File: config.mk
export PLATFORM = sky130hd
export DESIGN_NAME = max_frame_reducer
export DESIGN_NICKNAME = d
export VERILOG_FILES = /design/src/rtl/max_reducer_pkg.sv /design/src/rtl/max_cmp_sel.sv /design/src/rtl/max_frame_reducer.sv
export SDC_FILE = /design/constraint.sdc
export NUM_CORES = 1
export LEC_CHECK = 0
export BUFFER_PORTS_ARGS = -buffer_cell sky130_fd_sc_hd__buf_4
export CAP_MARGIN = 0
export CORE_MARGIN = 2
export CORE_UTILIZATION = 25
export CTS_CLUSTER_SIZE = 16
export DETAILED_ROUTE_END_ITERATION = 8
export RECOVER_POWER = 100
export SLEW_MARGIN = 20
export SYNTH_ARGS = -nofsm -noshare
export SYNTH_HDL_FRONTEND = slang
export SYNTH_SLANG_ARGS = --single-unit
File: constraint.sdc
create_clock -name clk -period 2.6 [get_ports clk]
set_input_delay 0.26 -clock clk [delete_from_list [all_inputs] [get_ports clk]]
set_output_delay 0.26 -clock clk [all_outputs]
set_load 0.05 [all_outputs]
File: src/rtl/max_reducer_pkg.sv
// -----------------------------------------------------------------------------
// max_reducer_pkg
// Shared types and constants for the max_frame_reducer block.
//   state_e   : frame FSM state (ST_IDLE, ST_ACCUM)
//   result_t  : published result beat (max, idx, count, ovf, plus min fields
//               when MAX_REDUCER_MIN_EN is defined)
//   pos_sat() : saturation value of an idx_w-bit position counter
// Optional feature macro: MAX_REDUCER_MIN_EN (adds min tracking fields).
// -----------------------------------------------------------------------------
package max_reducer_pkg;

  typedef enum logic {
    ST_IDLE  = 1'b0,
    ST_ACCUM = 1'b1
  } state_e;

  // Widest WIDTH / IDX_W the result struct can carry. Narrower instances
  // zero-extend into it and slice back out at the ports.
  localparam int unsigned RES_W = 32;

  // Largest value an idx_w-bit position counter can hold.
  function automatic int unsigned pos_sat(input int unsigned idx_w);
    return (idx_w >= 32) ? 32'hFFFF_FFFF : ((32'd1 << idx_w) - 32'd1);
  endfunction

  localparam int unsigned IDX_W_DEF   = 8;
  localparam int unsigned POS_SAT_DEF = pos_sat(IDX_W_DEF);

  typedef struct packed {
    logic [RES_W-1:0] max_val;
    logic [RES_W-1:0] max_idx;
    logic [RES_W-1:0] count;
    logic             ovf;
`ifdef MAX_REDUCER_MIN_EN
    logic [RES_W-1:0] min_val;
    logic [RES_W-1:0] min_idx;
`endif
  } result_t;

endpackage

File: src/rtl/max_cmp_sel.sv
// -----------------------------------------------------------------------------
// max_cmp_sel
// Combinational strict-greater compare with value/index select.
//   o_val/o_idx = (i_lhs > i_rhs) ? i_new_val/i_new_idx : i_old_val/i_old_idx
// Used for max tracking (lhs = incoming word, rhs = current max) and, with the
// compare operands swapped, for min tracking (lhs = current min, rhs = word).
// Strict compare means equal values never replace: the earliest position wins.
// Ports:
//   i_lhs, i_rhs         : compare operands (unsigned, WIDTH)
//   i_new_val, i_new_idx : candidate taken when i_lhs > i_rhs
//   i_old_val, i_old_idx : value kept otherwise
//   o_val, o_idx         : selected value / index
// -----------------------------------------------------------------------------
module max_cmp_sel #(
  parameter int unsigned WIDTH = 8,
  parameter int unsigned IDX_W = 8
) (
  input  logic [WIDTH-1:0] i_lhs,
  input  logic [WIDTH-1:0] i_rhs,
  input  logic [WIDTH-1:0] i_new_val,
  input  logic [IDX_W-1:0] i_new_idx,
  input  logic [WIDTH-1:0] i_old_val,
  input  logic [IDX_W-1:0] i_old_idx,
  output logic [WIDTH-1:0] o_val,
  output logic [IDX_W-1:0] o_idx
);

  logic w_take;

  assign w_take = (i_lhs > i_rhs);
  assign o_val  = w_take ? i_new_val : i_old_val;
  assign o_idx  = w_take ? i_new_idx : i_old_idx;

endmodule

File: src/rtl/max_frame_reducer.sv
// -----------------------------------------------------------------------------
// max_frame_reducer
// Streaming per-frame reduction: tracks the running maximum of an unsigned
// valid/ready stream and the zero-based position of its first occurrence,
// then emits one registered result beat when the in_last beat is accepted.
// Optional feature macro: MAX_REDUCER_MIN_EN adds parallel min tracking and
// the out_min / out_min_idx ports.
// Ports:
//   clk, rst_n            : clock, asynchronous active-low reset
//   in_valid/in_ready     : input handshake; in_ready = ~out_valid | out_ready
//   in_data, in_last      : input word, end-of-frame marker
//   out_valid/out_ready   : result handshake; result held until consumed
//   out_max, out_idx      : frame maximum and its first position
//   out_count             : beats in frame, saturating at 2^IDX_W-1
//   out_ovf               : frame was longer than 2^IDX_W-1 beats
//   out_min, out_min_idx  : frame minimum and first position (macro only)
// WIDTH and IDX_W must not exceed max_reducer_pkg::RES_W.
// -----------------------------------------------------------------------------
module max_frame_reducer
  import max_reducer_pkg::*;
#(
  parameter int unsigned WIDTH = 8,
  parameter int unsigned IDX_W = 8
) (
  input  logic             clk,
  input  logic             rst_n,
  input  logic             in_valid,
  output logic             in_ready,
  input  logic [WIDTH-1:0] in_data,
  input  logic             in_last,
  output logic             out_valid,
  input  logic             out_ready,
  output logic [WIDTH-1:0] out_max,
  output logic [IDX_W-1:0] out_idx,
  output logic [IDX_W-1:0] out_count,
  output logic             out_ovf
`ifdef MAX_REDUCER_MIN_EN
 ,output logic [WIDTH-1:0] out_min,
  output logic [IDX_W-1:0] out_min_idx
`endif
);

  localparam logic [IDX_W-1:0] POS_SAT = IDX_W'(pos_sat(IDX_W));

  state_e           r_state;
  state_e           w_state_nxt;
  logic [WIDTH-1:0] r_cur_max;
  logic [IDX_W-1:0] r_cur_idx;
  logic [IDX_W-1:0] r_pos;       // position the next accepted beat will take
  logic             r_ovf;
  logic             r_out_valid;
  result_t          r_res;

  logic             w_accept;
  logic             w_pos_sat;
  logic [WIDTH-1:0] w_cmp_max;
  logic [IDX_W-1:0] w_cmp_idx;
  logic [WIDTH-1:0] w_nxt_max;
  logic [IDX_W-1:0] w_nxt_idx;
  logic [IDX_W-1:0] w_nxt_pos;
  logic             w_nxt_ovf;
  result_t          w_res_nxt;
  logic             w_unused;

`ifdef MAX_REDUCER_MIN_EN
  logic [WIDTH-1:0] r_cur_min;
  logic [IDX_W-1:0] r_cur_min_idx;
  logic [WIDTH-1:0] w_cmp_min;
  logic [IDX_W-1:0] w_cmp_min_idx;
  logic [WIDTH-1:0] w_nxt_min;
  logic [IDX_W-1:0] w_nxt_min_idx;
`endif

  // A frame end may not overwrite an unconsumed result; mid-frame beats stall
  // too, which keeps in_ready a function of the output handshake only.
  assign in_ready  = ~r_out_valid | out_ready;
  assign w_accept  = in_valid & in_ready;
  assign w_pos_sat = (r_pos == POS_SAT);

  max_cmp_sel #(.WIDTH(WIDTH), .IDX_W(IDX_W)) u_max_sel (
    .i_lhs     (in_data),
    .i_rhs     (r_cur_max),
    .i_new_val (in_data),
    .i_new_idx (r_pos),
    .i_old_val (r_cur_max),
    .i_old_idx (r_cur_idx),
    .o_val     (w_cmp_max),
    .o_idx     (w_cmp_idx)
  );

`ifdef MAX_REDUCER_MIN_EN
  // Operands swapped: replaces when cur_min > in_data, i.e. strict less-than.
  max_cmp_sel #(.WIDTH(WIDTH), .IDX_W(IDX_W)) u_min_sel (
    .i_lhs     (r_cur_min),
    .i_rhs     (in_data),
    .i_new_val (in_data),
    .i_new_idx (r_pos),
    .i_old_val (r_cur_min),
    .i_old_idx (r_cur_min_idx),
    .o_val     (w_cmp_min),
    .o_idx     (w_cmp_min_idx)
  );
`endif

  // NOTE: every signal written here gets a default first, so no path leaves
  // it unassigned and no latch is inferred.
  always_comb begin
    w_state_nxt = r_state;
    w_nxt_max   = r_cur_max;
    w_nxt_idx   = r_cur_idx;
    w_nxt_pos   = r_pos;
    w_nxt_ovf   = r_ovf;
`ifdef MAX_REDUCER_MIN_EN
    w_nxt_min     = r_cur_min;
    w_nxt_min_idx = r_cur_min_idx;
`endif
    if (w_accept) begin
      if (r_state == ST_IDLE) begin
        // First beat of a frame seeds the trackers unconditionally.
        w_nxt_max = in_data;
        w_nxt_idx = '0;
        w_nxt_pos = IDX_W'(1);
        w_nxt_ovf = 1'b0;
`ifdef MAX_REDUCER_MIN_EN
        w_nxt_min     = in_data;
        w_nxt_min_idx = '0;
`endif
      end else begin
        w_nxt_max = w_cmp_max;
        w_nxt_idx = w_cmp_idx;
        // Counter sticks at saturation; any attempted step past it flags ovf.
        w_nxt_pos = w_pos_sat ? r_pos : r_pos + 1'b1;
        w_nxt_ovf = r_ovf | w_pos_sat;
`ifdef MAX_REDUCER_MIN_EN
        w_nxt_min     = w_cmp_min;
        w_nxt_min_idx = w_cmp_min_idx;
`endif
      end
      w_state_nxt = in_last ? ST_IDLE : ST_ACCUM;
    end

    w_res_nxt         = '0;
    w_res_nxt.max_val = RES_W'(w_nxt_max);
    w_res_nxt.max_idx = RES_W'(w_nxt_idx);
    w_res_nxt.count   = RES_W'(w_nxt_pos);
    w_res_nxt.ovf     = w_nxt_ovf;
`ifdef MAX_REDUCER_MIN_EN
    w_res_nxt.min_val = RES_W'(w_nxt_min);
    w_res_nxt.min_idx = RES_W'(w_nxt_min_idx);
`endif
  end

  // NOTE: flops use non-blocking (<=) so every register samples the values
  // from before the edge regardless of statement order.
  always_ff @(posedge clk or negedge rst_n) begin
    if (!rst_n) begin
      r_state <= ST_IDLE;
    end else begin
      r_state <= w_state_nxt;
    end
  end

  always_ff @(posedge clk or negedge rst_n) begin
    if (!rst_n) begin
      r_cur_max <= '0;
      r_cur_idx <= '0;
      r_pos     <= '0;
      r_ovf     <= 1'b0;
`ifdef MAX_REDUCER_MIN_EN
      r_cur_min     <= '0;
      r_cur_min_idx <= '0;
`endif
    end else begin
      r_cur_max <= w_nxt_max;
      r_cur_idx <= w_nxt_idx;
      r_pos     <= w_nxt_pos;
      r_ovf     <= w_nxt_ovf;
`ifdef MAX_REDUCER_MIN_EN
      r_cur_min     <= w_nxt_min;
      r_cur_min_idx <= w_nxt_min_idx;
`endif
    end
  end

  // Result register: a frame end reloads it even while the previous result is
  // being consumed in the same cycle, so back-to-back frames have no bubble.
  always_ff @(posedge clk or negedge rst_n) begin
    if (!rst_n) begin
      r_out_valid <= 1'b0;
      r_res       <= '0;
    end else if (w_accept && in_last) begin
      r_out_valid <= 1'b1;
      r_res       <= w_res_nxt;
    end else if (out_ready) begin
      r_out_valid <= 1'b0;
    end
  end

  assign out_valid = r_out_valid;
  assign out_max   = r_res.max_val[WIDTH-1:0];
  assign out_idx   = r_res.max_idx[IDX_W-1:0];
  assign out_count = r_res.count[IDX_W-1:0];
  assign out_ovf   = r_res.ovf;
`ifdef MAX_REDUCER_MIN_EN
  assign out_min     = r_res.min_val[WIDTH-1:0];
  assign out_min_idx = r_res.min_idx[IDX_W-1:0];
`endif

  // Upper bits of the zero-extended result fields are constant and unread.
  assign w_unused = ^r_res;

endmodule
## Yosys cells after proc, flatten, opt, wreduce, memory -nomap -nowiden

Index checks and enable logic that the tools add are counted.

| operators by class | value |
|---|---|
| $add $sub $neg | 1 |
| $mul | 0 |
| div/mod/pow operators | 0 |
| magnitude comparators | 1 |
| eq/ne operators | 1 |
| shift operators | 0 |
| muxes and demuxes | 14 |
| bitwise operators | 4 |
| reductions and logical operators | 2 |

Operators by type and width:

| kind | number |
|---|---|
| 2-to-1 mux 8 bit | 9 |
| adder 8 x 1 -> 8 bit, second input constant | 1 |
| == test 8 bit, second input constant | 1 |
| > comparator 8 bit | 1 |
| 2-to-1 mux 1 bit | 5 |
| bitwise OR 1 bit | 2 |
| nonzero test 2 bit | 1 |
| bitwise AND 1 bit | 1 |
| logical AND 1 bit | 1 |
| inverter 1 bit | 1 |

| storage, ports and cells | value |
|---|---|
| register bits after elaboration | 52 |
| latch bits | 0 |
| memory bits (writable) | 0 |
| ROM bits | 0 |
| input port bits | 13 |
| output and inout bits | 27 |
| logic and storage cells | 33 |
| memories | 0 |

## Longest topological paths before layout

| logic depth | value |
|---|---|
| word-level depth | 5 |
| mapped depth | 9 |
| gate-level depth less buffers | 7 |

## Hierarchy

Synthesis repeated with hierarchy kept, for this count alone.

| second synthesis, totals | value |
|---|---|
| cell total of the unflattened synthesis | 272 |
| area total of the unflattened synthesis | 2751.4 µm² |

Modules (own cells, without submodules):

| module | instances | cells an instance | area an instance (µm²) | seq. area each (µm²) |
|---|---|---|---|---|
| max_frame_reducer | 1 | 228 | 2274.7 | 1301.2 |
| max_cmp_sel | 1 | 44 | 476.7 | 0.0 |

## Least setup slack after synthesis

No wires, ideal clock.

| timing | value |
|---|---|
| kind | register to register |
| from | register r_out_valid, in the netlist out_valid |
| to | register r_cur_idx[3] |
| setup time | 0.127 ns |
| arrival | 2.053 ns |
| data required time | 2.473 ns |
| slack | 0.420 ns |
| stages on the path, launching flop included | 6 |
| buffers on the path | 1 |
| clock period less this slack | 2.180 ns |
| path through | dfrtp_1 -> nand2b_1 -> nand2_1 -> clkbuf_1 -> nor2_1 -> a221o_2 |

| between the ends | value |
|---|---|
| word-level cells in the longest chain between the ends | 4 |

Ends and longest elaborated chain:

| what | line | text |
|---|---|---|
| start, declared | max_frame_reducer.sv:51 | `logic r_out_valid;` |
| start signal, assigned | max_frame_reducer.sv:189 | `r_out_valid <= 1'b0;` |
| start signal, assigned | max_frame_reducer.sv:192 | `r_out_valid <= 1'b1;` |
| start signal, assigned | max_frame_reducer.sv:195 | `r_out_valid <= 1'b0;` |
| inverter 1 bit | max_frame_reducer.sv:76 | `assign in_ready = ~r_out_valid \| out_ready;` |
| bitwise OR 1 bit | max_frame_reducer.sv:76 |  |
| named net in_ready | max_frame_reducer.sv:28 | `output logic in_ready,` |
| bitwise AND 1 bit | max_frame_reducer.sv:77 | `assign w_accept = in_valid & in_ready;` |
| 2-to-1 mux 8 bit | max_frame_reducer.sv:117 | `if (w_accept) begin` |
| named net w_nxt_idx[3] | max_frame_reducer.sv:59 | `logic [IDX_W-1:0] w_nxt_idx;` |
| end signal, assigned | max_frame_reducer.sv:175 | `r_cur_idx <= w_nxt_idx;` |
| end, declared | max_frame_reducer.sv:48 | `logic [IDX_W-1:0] r_cur_idx;` |

The timed path passes the listed nets, and every way through them passes these cells.
A chain may end at the register's enable or synchronous reset.

## Worst setup path after layout

| timing | value |
|---|---|
| from | register r_cur_max[5] |
| to | register r_cur_idx[2] |

| between the ends | value |
|---|---|
| word-level cells in the longest chain between the ends | 4 |

Ends and longest elaborated chain:

| what | line | text |
|---|---|---|
| start, declared | max_frame_reducer.sv:47 | `logic [WIDTH-1:0] r_cur_max;` |
| start signal, assigned | max_frame_reducer.sv:174 | `r_cur_max <= w_nxt_max;` |
| > comparator 8 bit | max_cmp_sel.sv:30 | `assign w_take = (i_lhs > i_rhs);` |
| 2-to-1 mux 8 bit | max_cmp_sel.sv:32 | `assign o_idx = w_take ? i_new_idx : i_old_idx;` |
| 2-to-1 mux 8 bit | max_frame_reducer.sv:118 | `if (r_state == ST_IDLE) begin` |
| 2-to-1 mux 8 bit | max_frame_reducer.sv:117 |  |
| named net w_nxt_idx[2] | max_frame_reducer.sv:59 |  |

The timed path passes the listed nets, and every way through them passes these cells.

==> qor.yml <==
clocking:
  cts_sinks: 52
  clock_latency_ns: 0.29
  numCtsBuffers: 5
  clk_pin_slew_ns: 0.07
  hold_buffers: 0
  post-cts-setup-buffers: 0
  cts_tree: "built"
  cts_resized: 0
  htree_levels: 2
  cts-root-buf: "clkbuf_16"
  clk_path_buf_depth: 2
layout:
  areaGrowthSynthToFinish_pct: 16.28
  final_common_cell: "dfrtp_1"
  seqCellArea_um2: 1301
  multi_input_area_um2: 1401
  nets: 367
  final_core_util: 0.2944
  layout_common_cells: "52 x dfrtp_1, 40 x nand2_1, 37 x nor2_1, 29 x nand3_1"
  n_antenna_cell: 0
  nFillCells: 1213
  drive_gt1_frac: 0.1416
worst_setup_path:
  ff2ff_path_depth: 7
  cp_max_fo: 16
  rrSetupSlack_ns: 0.31
  startpoint_type: "flip-flop"
  r2r_end: "r_cur_idx[2]"
  crit_arrival_ns: 2.46
  critPathKind: "reg2reg"
  crit_path_end_kind: "flip-flop"
  reg2reg_from: "r_cur_max[5]"
  cp.required_ns: 2.78
logic_synthesis:
  async_flop_share: 1.000
  yosys_most_used_dff: "dfrtp_1"
  ys_ff_latch: 52
  synthSimpleGateAreaFrac: 0.2078
  synth_cells: 311
  ys_seq_area_frac: 0.4540
  synth_compound_area_frac: 0.1960
  netlist_area_um2: 2866
  avgSynthCellArea_um2: 9.217
  synthMuxAreaShare: 0.03885
  synthAdderAreaFrac: 0.03928
  synth_fp_nets: 333
  yosysWarnings: 0
  yosys.area_share.xor_xnor: 0.01528
  synth_edf_count: 0
  yosysUniqueCellTypes: 44
  synth_top_family_by_area: "simple AND/OR/NAND/NOR gates"
sta:
  fin_crit_sh: 0.8793
  skew_ns: 0.006148
  finalMaxSlewViolations: 0
  min_period_ns: 2.286
  slew_headroom: 0.09974
  setup_tns_ns: 0
  finalSetupViolCount: 0
  hold_violations: 0
  rsz0062_at_grt: "false"
  worstMarginPinSlew_ns: 1.350
  fmax_ghz: 0.4374
detailed_routing:
  post_drt_wl_per_cell_um: 14.43
  totalWireLength_mm: 7.058
  via_per_inst: 4.996
  routed-via-count: 2443
  drtIter0Drc: 129
  drc_errors: 0
  dr.pass1.iters: 4
  ant_nets: 0
placed_design:
  gp_congestion: 0.8064
  portBuffers: 39
  dp_hpwl_mm: 4.692
global_route:
  grt_pass1_wl_mm: 11.98
  antenna_found_initial: 0
  grtUsageTotal: 0.1170
  globalRoute.totalOverflow: 0
  grt_max_degree: 53
  first_global_vias: 2451
die:
  die_area_um2: 12340
  start_util: 0.2532
  die_y_um: 111.1
  ioPinCount: 40
  core_um2: 11320
  die_x_um: 111.1
  rows: 39
run:
  cap_violations: 0
status:
  status: "complete, no violations"
power_and_ir_drop:
  sequentialPowerShare: 0.345
  p_per_area_nw_per_um2: 1125
  p_leak_nw: 1.389
  power_frac_comb: 0.454
  p_int_mw: 2.061
  p_switching_mw: 1.688
  vdd_drop_max_mv: 0.3542
  sw_frac_of_total: 0.4502
  pwr-share-clk: 0.201
worst_hold_path:
  holdPathEnd: "r_cur_max[7]"
  hold_path_class: "in2reg"
  hold_depth: 2
  hp-start: "in_data[7]"
layer usage:
| layer | vias up | GRT usage | part of all wire |
|---|---|---|---|
| met4 | 0 | 0.04115 | 0.017 |
| li1 | 1181 | - | - |
| met5 | - | 0 | 0 |
| met2 | 59 | 0.1869 | 0.46 |
| met1 | 1193 | 0.1585 | 0.48 |
| met3 | 10 | 0.02296 | 0.041 |
metrics by stage:
stage	setup WS, ns	instance area [µm²]	hold WS (ns)	total power [mW]	std cells
floorplan	0.4202	2867	-0.03559	2.646	311
global placement	0.3897	3299	0.3511	3.100	481
detailed placement	0.3264	3299	0.3556	3.143	481
CTS	0.3273	3463	0.04335	3.913	489
global route	0.09718	3333	0.2254	4.004	489
finish	0.3138	3333	0.2197	3.749	489
cell families after synthesis:
logic type,Yosys count
compound gates,79
xor+xnor,5
fa+ha+maj,9
buf+inv,30
flops,52
mux,10
simple gates,126
how the worst max path moves through the flow:
| stage | startpoint | endpoint | slack [ns] | cells past startpoint |
|---|---|---|---|---|
| finish | r_cur_max[5] | r_cur_idx[2] | 0.31 | 7 |
| floorplan | out_valid | r_cur_idx[3] | 0.42 | 5 |
| detailed placement | r_cur_max[7] | r_cur_idx[7] | 0.33 | 7 |
| global route | r_pos[0] | out_count[3] | 0.1 | 7 |
| global placement | in_data[7] | r_cur_idx[7] | 0.39 | 7 |
| CTS | r_cur_max[7] | r_cur_idx[2] | 0.33 | 7 |
critical path, stage by stage, from the launching register on:
cell and delay (ns):
dfrtp_1 0.37, inv_1 0.05, ha_1 0.29, nand4_1 0.25
nor2_4 0.24, a211o_1 0.36, nand2_4 0.20, a221o_2 0.39
cell usage after synthesis (2+ instances only):
cell type / count / share of area
xor2_1: 5 / 0.015
ha_1: 9 / 0.039
inv_1: 9 / 0.012
a221o_1: 2 / 0.0070
o211ai_1: 9 / 0.024
buf_2: 4 / 0.0070
a22o_1: 3 / 0.0092
nand2_1: 40 / 0.052
nand3_1: 28 / 0.049
buf_6: 3 / 0.012
and3_1: 3 / 0.0065
nor2b_1: 2 / 0.0044
nor2_1: 37 / 0.048
clkbuf_1: 12 / 0.016
a41oi_1: 8 / 0.024
nand4_1: 3 / 0.0065
a221o_2: 6 / 0.024
o21ai_0: 10 / 0.017
mux2_2: 9 / 0.035
buf_1: 2 / 0.0026
nand3b_1: 2 / 0.0052
o31ai_1: 4 / 0.010
a211o_1: 2 / 0.0061
dfrtp_1: 52 / 0.45
a21oi_1: 28 / 0.049
power groups by stage:
stage / Combinational, mW / Sequential [mW] / Clock [mW]
after CTS: 1.84 / 1.30 / 0.775
after global routing: 1.86 / 1.34 / 0.796
after floorplan: 0.978 / 1.67 / 0
after global placement: 1.80 / 1.30 / 0
final: 1.70 / 1.29 / 0.753
after detailed placement: 1.83 / 1.31 / 0
flip-flops by register name, summed over array words and instances, names as in the netlist, 8 cells and up:
register	count
out_count	8
r_cur_idx	8
r_pos	8
out_idx	8
out_max	8
r_cur_max	8
cell type report:
| cell class | count | share of cell area |
|---|---|---|
| repair buffers | 48 | 0.07620 |
| inverters | 9 | 0.01014 |
| clock inverters | 2 | 0.01051 |
| well taps | 143 | 0.05368 |
| multi-input cells | 229 | 0.4204 |
| clock buffers | 6 | 0.03866 |
| flip-flops and latches | 52 | 0.3904 |
No activity file was read; power rests on OpenSTA's default activity.
